File: src/rtl/pipe_ctrl_pkg.sv
// Shared definitions for the Beta pipeline sequencer.
// Contents: opcode constants, the compressed bubble IR, the per-stage record
// stage_t and helpers that classify opcodes and build stage records.
package pipe_ctrl_pkg;

    localparam logic [5:0] OP_LD  = 6'h18;
    localparam logic [5:0] OP_ST  = 6'h19;
    localparam logic [5:0] OP_JMP = 6'h1B;
    localparam logic [5:0] OP_BEQ = 6'h1C;
    localparam logic [5:0] OP_BNE = 6'h1D;
    localparam logic [5:0] OP_LDR = 6'h1F;

    // {rc,ra,rb} = {31,31,31}: reads and writes only R31, so it never hazards.
    localparam logic [14:0] NOP_IR = 15'h7FFF;

    typedef struct packed {
        logic        valid;
        logic [5:0]  opcode;
        logic [14:0] ir;      // {rc,ra,rb}
        logic        ld;      // LD or LDR
    } stage_t;

    localparam stage_t BUBBLE = '{valid: 1'b0, opcode: 6'd0, ir: NOP_IR, ld: 1'b0};

    // Opcodes that write Rc: the listed memory/control ops and every op[5]=1 ALU op.
    function automatic logic writes_rc(input logic [5:0] op);
        return op[5] || (op == OP_LD) || (op == OP_LDR) || (op == OP_JMP) ||
               (op == OP_BEQ) || (op == OP_BNE);
    endfunction

    // Fetched 32-bit instruction -> valid stage record with raw register fields.
    function automatic stage_t compress(input logic [31:0] inst);
        stage_t s;
        s.valid  = 1'b1;
        s.opcode = inst[31:26];
        s.ir     = inst[25:11];
        s.ld     = (inst[31:26] == OP_LD) || (inst[31:26] == OP_LDR);
        return s;
    endfunction

    // Non-writers and Rc=R31 writers are given rc=31 and no LD flag so that
    // later stages never bypass from, stall on, or write R31.
    function automatic stage_t canonicalise(input stage_t s);
        stage_t c;
        c = s;
        if (!writes_rc(s.opcode) || (s.ir[14:10] == 5'd31)) begin
            c.ir[14:10] = 5'd31;
            c.ld        = 1'b0;
        end
        return c;
    endfunction

endpackage

File: src/rtl/pipe_ctrl_if.sv
// Bundle of fetch, branch, reg_file and counter signals around pipe_ctrl.
// master: environment side (fetch unit / reg_file / exec branch logic).
// slave : pipe_ctrl itself.
// Handshake: fetch_en is combinational from stall/annul in the same cycle;
// inst_f is consumed on a rising edge only when fetch_en && inst_valid_f.
interface pipe_ctrl_if #(
    parameter int CNT_W = 32
);
    logic [31:0]      inst_f;
    logic             inst_valid_f;
    logic             annul;
    logic             stall;
    logic             fetch_en;
    logic [14:0]      ir_decode;
    logic [14:0]      ir_exec;
    logic [14:0]      ir_mem;
    logic [14:0]      ir_wb;
    logic [5:0]       op_exec;
    logic [5:0]       op_mem;
    logic             opcode_type_op;
    logic             op_ld_or_ldr_exec;
    logic             op_ld_or_ldr_mem;
    logic             op_ld_or_ldr_wb;
    logic             rf_we;
    logic [4:0]       rf_wa;
    logic [CNT_W-1:0] stall_count;
    logic [CNT_W-1:0] retire_count;

    modport master (
        output inst_f, inst_valid_f, annul, stall,
        input  fetch_en, ir_decode, ir_exec, ir_mem, ir_wb, op_exec, op_mem,
               opcode_type_op, op_ld_or_ldr_exec, op_ld_or_ldr_mem, op_ld_or_ldr_wb,
               rf_we, rf_wa, stall_count, retire_count
    );

    modport slave (
        input  inst_f, inst_valid_f, annul, stall,
        output fetch_en, ir_decode, ir_exec, ir_mem, ir_wb, op_exec, op_mem,
               opcode_type_op, op_ld_or_ldr_exec, op_ld_or_ldr_mem, op_ld_or_ldr_wb,
               rf_we, rf_wa, stall_count, retire_count
    );
endinterface

File: src/rtl/pipe_ctrl_stage_reg.sv
// One pipeline stage register (stage_t) with asynchronous reset to a bubble.
// Ports: clk_i, rst_i, bubble_i (highest priority, load a bubble),
//        load_i (load d_i), d_i, q_o. Neither control asserted -> hold.
module pipe_stage_reg
    import pipe_ctrl_pkg::*;
(
    input  logic   clk_i,
    input  logic   rst_i,
    input  logic   bubble_i,
    input  logic   load_i,
    input  stage_t d_i,
    output stage_t q_o
);
    stage_t stage_q, stage_d;

    always_comb begin
        stage_d = stage_q;
        if (bubble_i) begin
            stage_d = BUBBLE;
        end else if (load_i) begin
            stage_d = d_i;
        end
    end

    always_ff @(posedge clk_i or posedge rst_i) begin
        if (rst_i) begin
            stage_q <= BUBBLE;
        end else begin
            stage_q <= stage_d;
        end
    end

    assign q_o = stage_q;
endmodule

File: src/rtl/pipe_ctrl.sv
// Pipeline sequencer for the 4-stage Beta core (decode/exec/mem/wb).
// Ports: clk, rst (async, active-high), bus (pipe_ctrl_if.slave) carrying
// fetch inputs, annul, reg_file stall, per-stage IR/opcode/LD outputs,
// reg_file write port and the saturating stall/retire counters.
// Edge priority: annul > stall > normal advance. mem and wb always advance.
module pipe_ctrl
    import pipe_ctrl_pkg::*;
#(
    parameter int CNT_W = 32
) (
    input  logic        clk,
    input  logic        rst,
    pipe_ctrl_if.slave  bus
);
    stage_t dec_s, exec_s, mem_s, wb_s;
    logic   dec_bubble, dec_load, exec_bubble;

    logic [CNT_W-1:0] stall_cnt_q, stall_cnt_d;
    logic [CNT_W-1:0] retire_cnt_q, retire_cnt_d;

    // Decode: annul kills wrong-path work even while stalled; a stall holds;
    // otherwise take the fetched instruction or a bubble if fetch had none.
    assign dec_bubble  = bus.annul || (!bus.stall && !bus.inst_valid_f);
    assign dec_load    = !bus.annul && !bus.stall && bus.inst_valid_f;
    // Exec receives a bubble on annul or stall; otherwise the canonicalised decode.
    assign exec_bubble = bus.annul || bus.stall;

    pipe_stage_reg u_dec (
        .clk_i(clk), .rst_i(rst), .bubble_i(dec_bubble), .load_i(dec_load),
        .d_i(compress(bus.inst_f)), .q_o(dec_s)
    );

    pipe_stage_reg u_exec (
        .clk_i(clk), .rst_i(rst), .bubble_i(exec_bubble), .load_i(1'b1),
        .d_i(canonicalise(dec_s)), .q_o(exec_s)
    );

    pipe_stage_reg u_mem (
        .clk_i(clk), .rst_i(rst), .bubble_i(1'b0), .load_i(1'b1),
        .d_i(exec_s), .q_o(mem_s)
    );

    pipe_stage_reg u_wb (
        .clk_i(clk), .rst_i(rst), .bubble_i(1'b0), .load_i(1'b1),
        .d_i(mem_s), .q_o(wb_s)
    );

    // Saturating performance counters.
    always_comb begin
        stall_cnt_d  = stall_cnt_q;
        retire_cnt_d = retire_cnt_q;
        if (bus.stall && !bus.annul && (stall_cnt_q != {CNT_W{1'b1}})) begin
            stall_cnt_d = stall_cnt_q + 1'b1;
        end
        if (wb_s.valid && (retire_cnt_q != {CNT_W{1'b1}})) begin
            retire_cnt_d = retire_cnt_q + 1'b1;
        end
    end

    always_ff @(posedge clk or posedge rst) begin
        if (rst) begin
            stall_cnt_q  <= '0;
            retire_cnt_q <= '0;
        end else begin
            stall_cnt_q  <= stall_cnt_d;
            retire_cnt_q <= retire_cnt_d;
        end
    end

    assign bus.fetch_en          = !bus.stall || bus.annul;
    assign bus.ir_decode         = dec_s.ir;
    assign bus.ir_exec           = exec_s.ir;
    assign bus.ir_mem            = mem_s.ir;
    assign bus.ir_wb             = wb_s.ir;
    assign bus.op_exec           = exec_s.opcode;
    assign bus.op_mem            = mem_s.opcode;
    assign bus.opcode_type_op    = (dec_s.opcode[5:4] == 2'b10);
    assign bus.op_ld_or_ldr_exec = exec_s.ld;
    assign bus.op_ld_or_ldr_mem  = mem_s.ld;
    assign bus.op_ld_or_ldr_wb   = wb_s.ld;
    assign bus.rf_we             = wb_s.valid && writes_rc(wb_s.opcode) &&
                                   (wb_s.ir[14:10] != 5'd31);
    assign bus.rf_wa             = wb_s.ir[14:10];
    assign bus.stall_count       = stall_cnt_q;
    assign bus.retire_count      = retire_cnt_q;
endmodule

File: src/flat_wrapper.sv
// flat-port wrapper written by rule: the top's interface ports become plain ports
module pipe_ctrl_flat import pipe_ctrl_pkg::*;
#(
    parameter int CNT_W = 32
)
  (clk, rst, bus_inst_f, bus_inst_valid_f, bus_annul, bus_stall, bus_fetch_en, bus_ir_decode, bus_ir_exec, bus_ir_mem, bus_ir_wb, bus_op_exec, bus_op_mem, bus_opcode_type_op, bus_op_ld_or_ldr_exec, bus_op_ld_or_ldr_mem, bus_op_ld_or_ldr_wb, bus_rf_we, bus_rf_wa, bus_stall_count, bus_retire_count);
  pipe_ctrl_if #(.CNT_W(CNT_W)) bus_i ();
  input  logic clk;
  input  logic rst;
  input wire logic [$bits(bus_i.inst_f)-1:0] bus_inst_f;
  input wire logic [$bits(bus_i.inst_valid_f)-1:0] bus_inst_valid_f;
  input wire logic [$bits(bus_i.annul)-1:0] bus_annul;
  input wire logic [$bits(bus_i.stall)-1:0] bus_stall;
  output wire logic [$bits(bus_i.fetch_en)-1:0] bus_fetch_en;
  output wire logic [$bits(bus_i.ir_decode)-1:0] bus_ir_decode;
  output wire logic [$bits(bus_i.ir_exec)-1:0] bus_ir_exec;
  output wire logic [$bits(bus_i.ir_mem)-1:0] bus_ir_mem;
  output wire logic [$bits(bus_i.ir_wb)-1:0] bus_ir_wb;
  output wire logic [$bits(bus_i.op_exec)-1:0] bus_op_exec;
  output wire logic [$bits(bus_i.op_mem)-1:0] bus_op_mem;
  output wire logic [$bits(bus_i.opcode_type_op)-1:0] bus_opcode_type_op;
  output wire logic [$bits(bus_i.op_ld_or_ldr_exec)-1:0] bus_op_ld_or_ldr_exec;
  output wire logic [$bits(bus_i.op_ld_or_ldr_mem)-1:0] bus_op_ld_or_ldr_mem;
  output wire logic [$bits(bus_i.op_ld_or_ldr_wb)-1:0] bus_op_ld_or_ldr_wb;
  output wire logic [$bits(bus_i.rf_we)-1:0] bus_rf_we;
  output wire logic [$bits(bus_i.rf_wa)-1:0] bus_rf_wa;
  output wire logic [$bits(bus_i.stall_count)-1:0] bus_stall_count;
  output wire logic [$bits(bus_i.retire_count)-1:0] bus_retire_count;
  assign bus_i.inst_f = bus_inst_f;
  assign bus_i.inst_valid_f = bus_inst_valid_f;
  assign bus_i.annul = bus_annul;
  assign bus_i.stall = bus_stall;
  assign bus_fetch_en = bus_i.fetch_en;
  assign bus_ir_decode = bus_i.ir_decode;
  assign bus_ir_exec = bus_i.ir_exec;
  assign bus_ir_mem = bus_i.ir_mem;
  assign bus_ir_wb = bus_i.ir_wb;
  assign bus_op_exec = bus_i.op_exec;
  assign bus_op_mem = bus_i.op_mem;
  assign bus_opcode_type_op = bus_i.opcode_type_op;
  assign bus_op_ld_or_ldr_exec = bus_i.op_ld_or_ldr_exec;
  assign bus_op_ld_or_ldr_mem = bus_i.op_ld_or_ldr_mem;
  assign bus_op_ld_or_ldr_wb = bus_i.op_ld_or_ldr_wb;
  assign bus_rf_we = bus_i.rf_we;
  assign bus_rf_wa = bus_i.rf_wa;
  assign bus_stall_count = bus_i.stall_count;
  assign bus_retire_count = bus_i.retire_count;
  pipe_ctrl #(.CNT_W(CNT_W)) u_core (.clk(clk), .rst(rst), .bus(bus_i));
endmodule
File: config.mk
export PLATFORM = sky130hd
export DESIGN_NAME = pipe_ctrl_flat
export DESIGN_NICKNAME = d
export VERILOG_FILES = /design/src/rtl/pipe_ctrl_pkg.sv /design/src/rtl/pipe_ctrl_if.sv /design/src/rtl/pipe_ctrl_stage_reg.sv /design/src/rtl/pipe_ctrl.sv /design/src/flat_wrapper.sv
export SDC_FILE = /design/constraint.sdc
export NUM_CORES = 1
export LEC_CHECK = 0
export BUFFER_PORTS_ARGS = -buffer_cell sky130_fd_sc_hd__buf_4
export CORE_ASPECT_RATIO = 0.75
export CORE_MARGIN = 1
export CORE_UTILIZATION = 49
export CTS_BUF_LIST = sky130_fd_sc_hd__clkbuf_4 sky130_fd_sc_hd__clkbuf_8 sky130_fd_sc_hd__clkbuf_16
export DETAILED_ROUTE_END_ITERATION = 10
export GPL_ROUTABILITY_DRIVEN = 1
export PLACE_DENSITY = 0.8
export RECOVER_POWER = 25
export SYNTH_ARGS = -nofsm -noshare
export SYNTH_HDL_FRONTEND = slang
export SYNTH_SLANG_ARGS = --single-unit
File: constraint.sdc
create_clock -name clk -period 11.8 [get_ports clk]
set_input_delay 3.54 -clock clk [delete_from_list [all_inputs] [get_ports clk]]
set_output_delay 3.54 -clock clk [all_outputs]
set_load 0.005 [all_outputs]
==> flow_metrics.tcl <==
set metrics [dict create \
    status "finished with violations" \
    violations "max-capacitance violations, max-slew violations" \
    clk_path_buf_depth 2 \
    synth_fp_nets 555 \
    synth_area_leaders "dfrtp_1 37%, dfstp_2 24%, buf_4 8.9%" \
    grt_pass1_vias 4081 \
    numCtsBuffers 17 \
    fillers 1025 \
    critical_path.max_fanout 19 \
    start_util_pct 50.02 \
    dieWidth_um 134.9 \
    io_pins 184 \
    synth_top_cell_by_area "dfrtp_1" \
    vias_per_cell 5.082 \
    cpPeakStageDelay_ns 0.42 \
    clk_pin_slew_ns 0.06 \
    dp_hpwl_mm 9.270 \
    synth_seq_cells 156 \
    ys_warn_count 0 \
    drt-total-wl_mm 13.21 \
    rsz0062_at_grt "false" \
    arrival_ns 4.83 \
    place_congestion 0.7866 \
    drt-initial-drc-count 251 \
    syn_to_final_growth_pct 22.50 \
    slew_violations 79 \
    p_comb_share_pct 7.0 \
    max_freq_mhz 119.4 \
    vias 4101 \
    synth-edff-count 0 \
    worstMarginPinSlew_ns 3.197 \
    drtPass1Iterations 4 \
    final_nets 662 \
    synth_area_per_cell_um2 12.58 \
    die_area_um2 13710 \
    endpoint_kind "primary output" \
    critPathBufInv 3 \
    synth_seq_area_share_pct 61.32 \
    clock_skew_ns 0.01149 \
    peakVddDrop_mv 0.09709 \
    max_cap_violations 1 \
    slew_headroom_pct -114.3 \
    cts_resized 0 \
    root_buffer "clkbuf_16" \
    power.internal_mw 0.9391 \
    synthDominantCellAreaShare_pct 37.02 \
    cpLargestDelayFamily "buffers and inverters" \
    static-leakage-power_nw 3.666 \
    hold_path_class "reg -> reg" \
    final.setup.worst_slack_ns 3.425 \
    hold_buffers 0 \
    p_switching_mw 0.2981 \
    portBuffers 172 \
    ys_top_cells_by_count "96 x dfrtp_1, 77 x buf_4, 60 x dfstp_2" \
    startpoint_type "primary input" \
    seqPwrFrac_pct 47.3 \
    synth_cells 516 \
    clock_power_share_pct 45.7 \
    synth_flop_cell "dfrtp_1" \
    grt_usage_pct 19.99 \
    die-height_um 101.7 \
    multiInputGateArea_um2 1813 \
    n_antenna_cell 0 \
    crit_path_top_delay_cell "and2b_1" \
    synth_most_common_cell "dfrtp_1" \
    grt_overflow 0 \
    worstPathCellList "clkbuf_1 > and2b_1 > inv_2 > buf_4" \
    synth_area_um2 6489 \
    period_share_pct 70.97 \
    setup_tns_ns 0 \
    critPathKind "in -> out" \
    ant_nets 0 \
    synth_cell_type_count 48 \
    async_flop_share_pct 100.0 \
    grt_pass1_wl_mm 21.04 \
    swShare_pct 24.10 \
    clock-sinks 156 \
    core.rowCount 36 \
    pre_cts_ws_ns 3.700 \
    wire_per_inst_um 16.37 \
    layout-drive-gt1-share_pct 39.15 \
    grt_start_max_net_pins 80 \
    tritoncts "yes" \
    worstPathRequired_ns 8.26 \
    antenna_found_initial 0 \
    post-route-min-period_ns 8.375 \
    core-area_um2 12970 \
    cts_setup_buffers 0 \
    seq_area_um2 3979 \
    setup_viol 0 \
    cts.htree.levels 4 \
    finalHoldViolCount 0 \
    clk_latency_ns 0.42 \
    power_density_nw_per_um2 155.6 \
    remaining_drc_errors 0 \
]
worst register-to-register path, delay by kind of cell, from the launching register on:
family           cells  cell delay, ns
XOR/XNOR             1            0.19
AO/OA/AOI/OAI        1            0.97
flip-flops           1            0.46
AND/OR/NAND/NOR      3            1.05
final timing paths:
| kind | startpoint | depth (start not counted) | slack, ns | endpoint |
|---|---|---|---|---|
| worst max-delay path | bus_stall | 4 | 3.43 | bus_fetch_en |
| worst min-delay path | u_core.u_exec.q_o[22] | 0 | 0.35 | u_core.u_mem.q_o[22] |
| worst max register to register | u_core.bus.retire_count[3] | 5 | 9.00 | u_core.bus.retire_count[13] |
| worst min register to register | u_core.u_exec.q_o[22] | 0 | 0.35 | u_core.u_mem.q_o[22] |
| max in group asynchronous | rst | 3 | 5.67 | u_core.u_dec.q_o[20] |
| min in group asynchronous | rst | 2 | 4.06 | u_core.bus.retire_count[6] |
metal layers:
layer	vias up	GRT usage [%]	wire length [um]
li1	1919	-	-
met1	2063	25.38	5675
met2	103	33.15	6769
met3	16	5.055	587
met4	0	7.952	180
met5	-	0	0
logic make-up after synthesis:
group	count (synthesis)	share of synthesized area (%)
XOR/XNOR	59	7.964
flip-flops	156	61.32
AO/OA/AOI/OAI	35	4.512
buffers and inverters	91	9.834
adder cells (fa/ha/maj)	2	0.3856
multiplexers	3	0.5013
AND/OR/NAND/NOR	170	15.48
through the flow:
stage	utilization (%)	cells	hold WS [ns]	power, mW	area, um^2
detailed placement	56.97	775	0.3441	0.6827	7391
CTS	61.79	807	0.3570	1.252	8015
global placement	56.97	775	0.3404	0.6773	7391
global route	61.28	807	0.3666	1.290	7949
floorplan	-	516	0.3312	0.6341	6489
finish	61.28	807	0.3538	1.237	7949
power by group through the flow:
stage / clock network, mW / registers [mW] / logic (mW)
after global routing: 0.602 / 0.589 / 0.0996
after global placement: 0 / 0.592 / 0.0848
after floorplan: 0 / 0.589 / 0.0452
after CTS: 0.578 / 0.585 / 0.0890
final: 0.565 / 0.585 / 0.0872
after detailed placement: 0 / 0.594 / 0.0886
layout by cell type, fill, tap and decap left out, drive strengths merged, types with 3 or more instances in the layout:
cell type  Yosys  routed
xnor2         38      38
or4            3       3
dfrtp         96      96
clkbuf         6      20
buf           79     171
dfstp         60      60
nand4         17      17
nand3         27      27
nand2b         8       8
a31oi          3       3
a21oi          5       5
inv            6      12
clkinv         0       5
nand2         26      26
or3           12      12
nor2          17      17
and3          15      15
nor4           6       6
xor2          21      21
nor3          15      15
nor4b          3       3
and4           3       3
and2          10      10
a22o           6       6
o22a          15      15
final cells by class:
cell class,count,area share [%]
clock buffers,18,5.667
clock inverters,14,2.188
inverters,6,0.2991
multi-input cells,269,22.81
flip-flops and latches,156,50.06
well taps,171,2.692
repair buffers,173,16.29
flip-flops by register name, indices dropped and copies added, names as in the netlist:
register                 flops
u_core.u_mem.q_o            23
u_core.bus.retire_count     32
u_core.u_exec.q_o           23
u_core.bus.stall_count      32
u_core.u_dec.q_o            23
u_core.u_wb.q_o             23
Power figures use the tool's default switching activity.
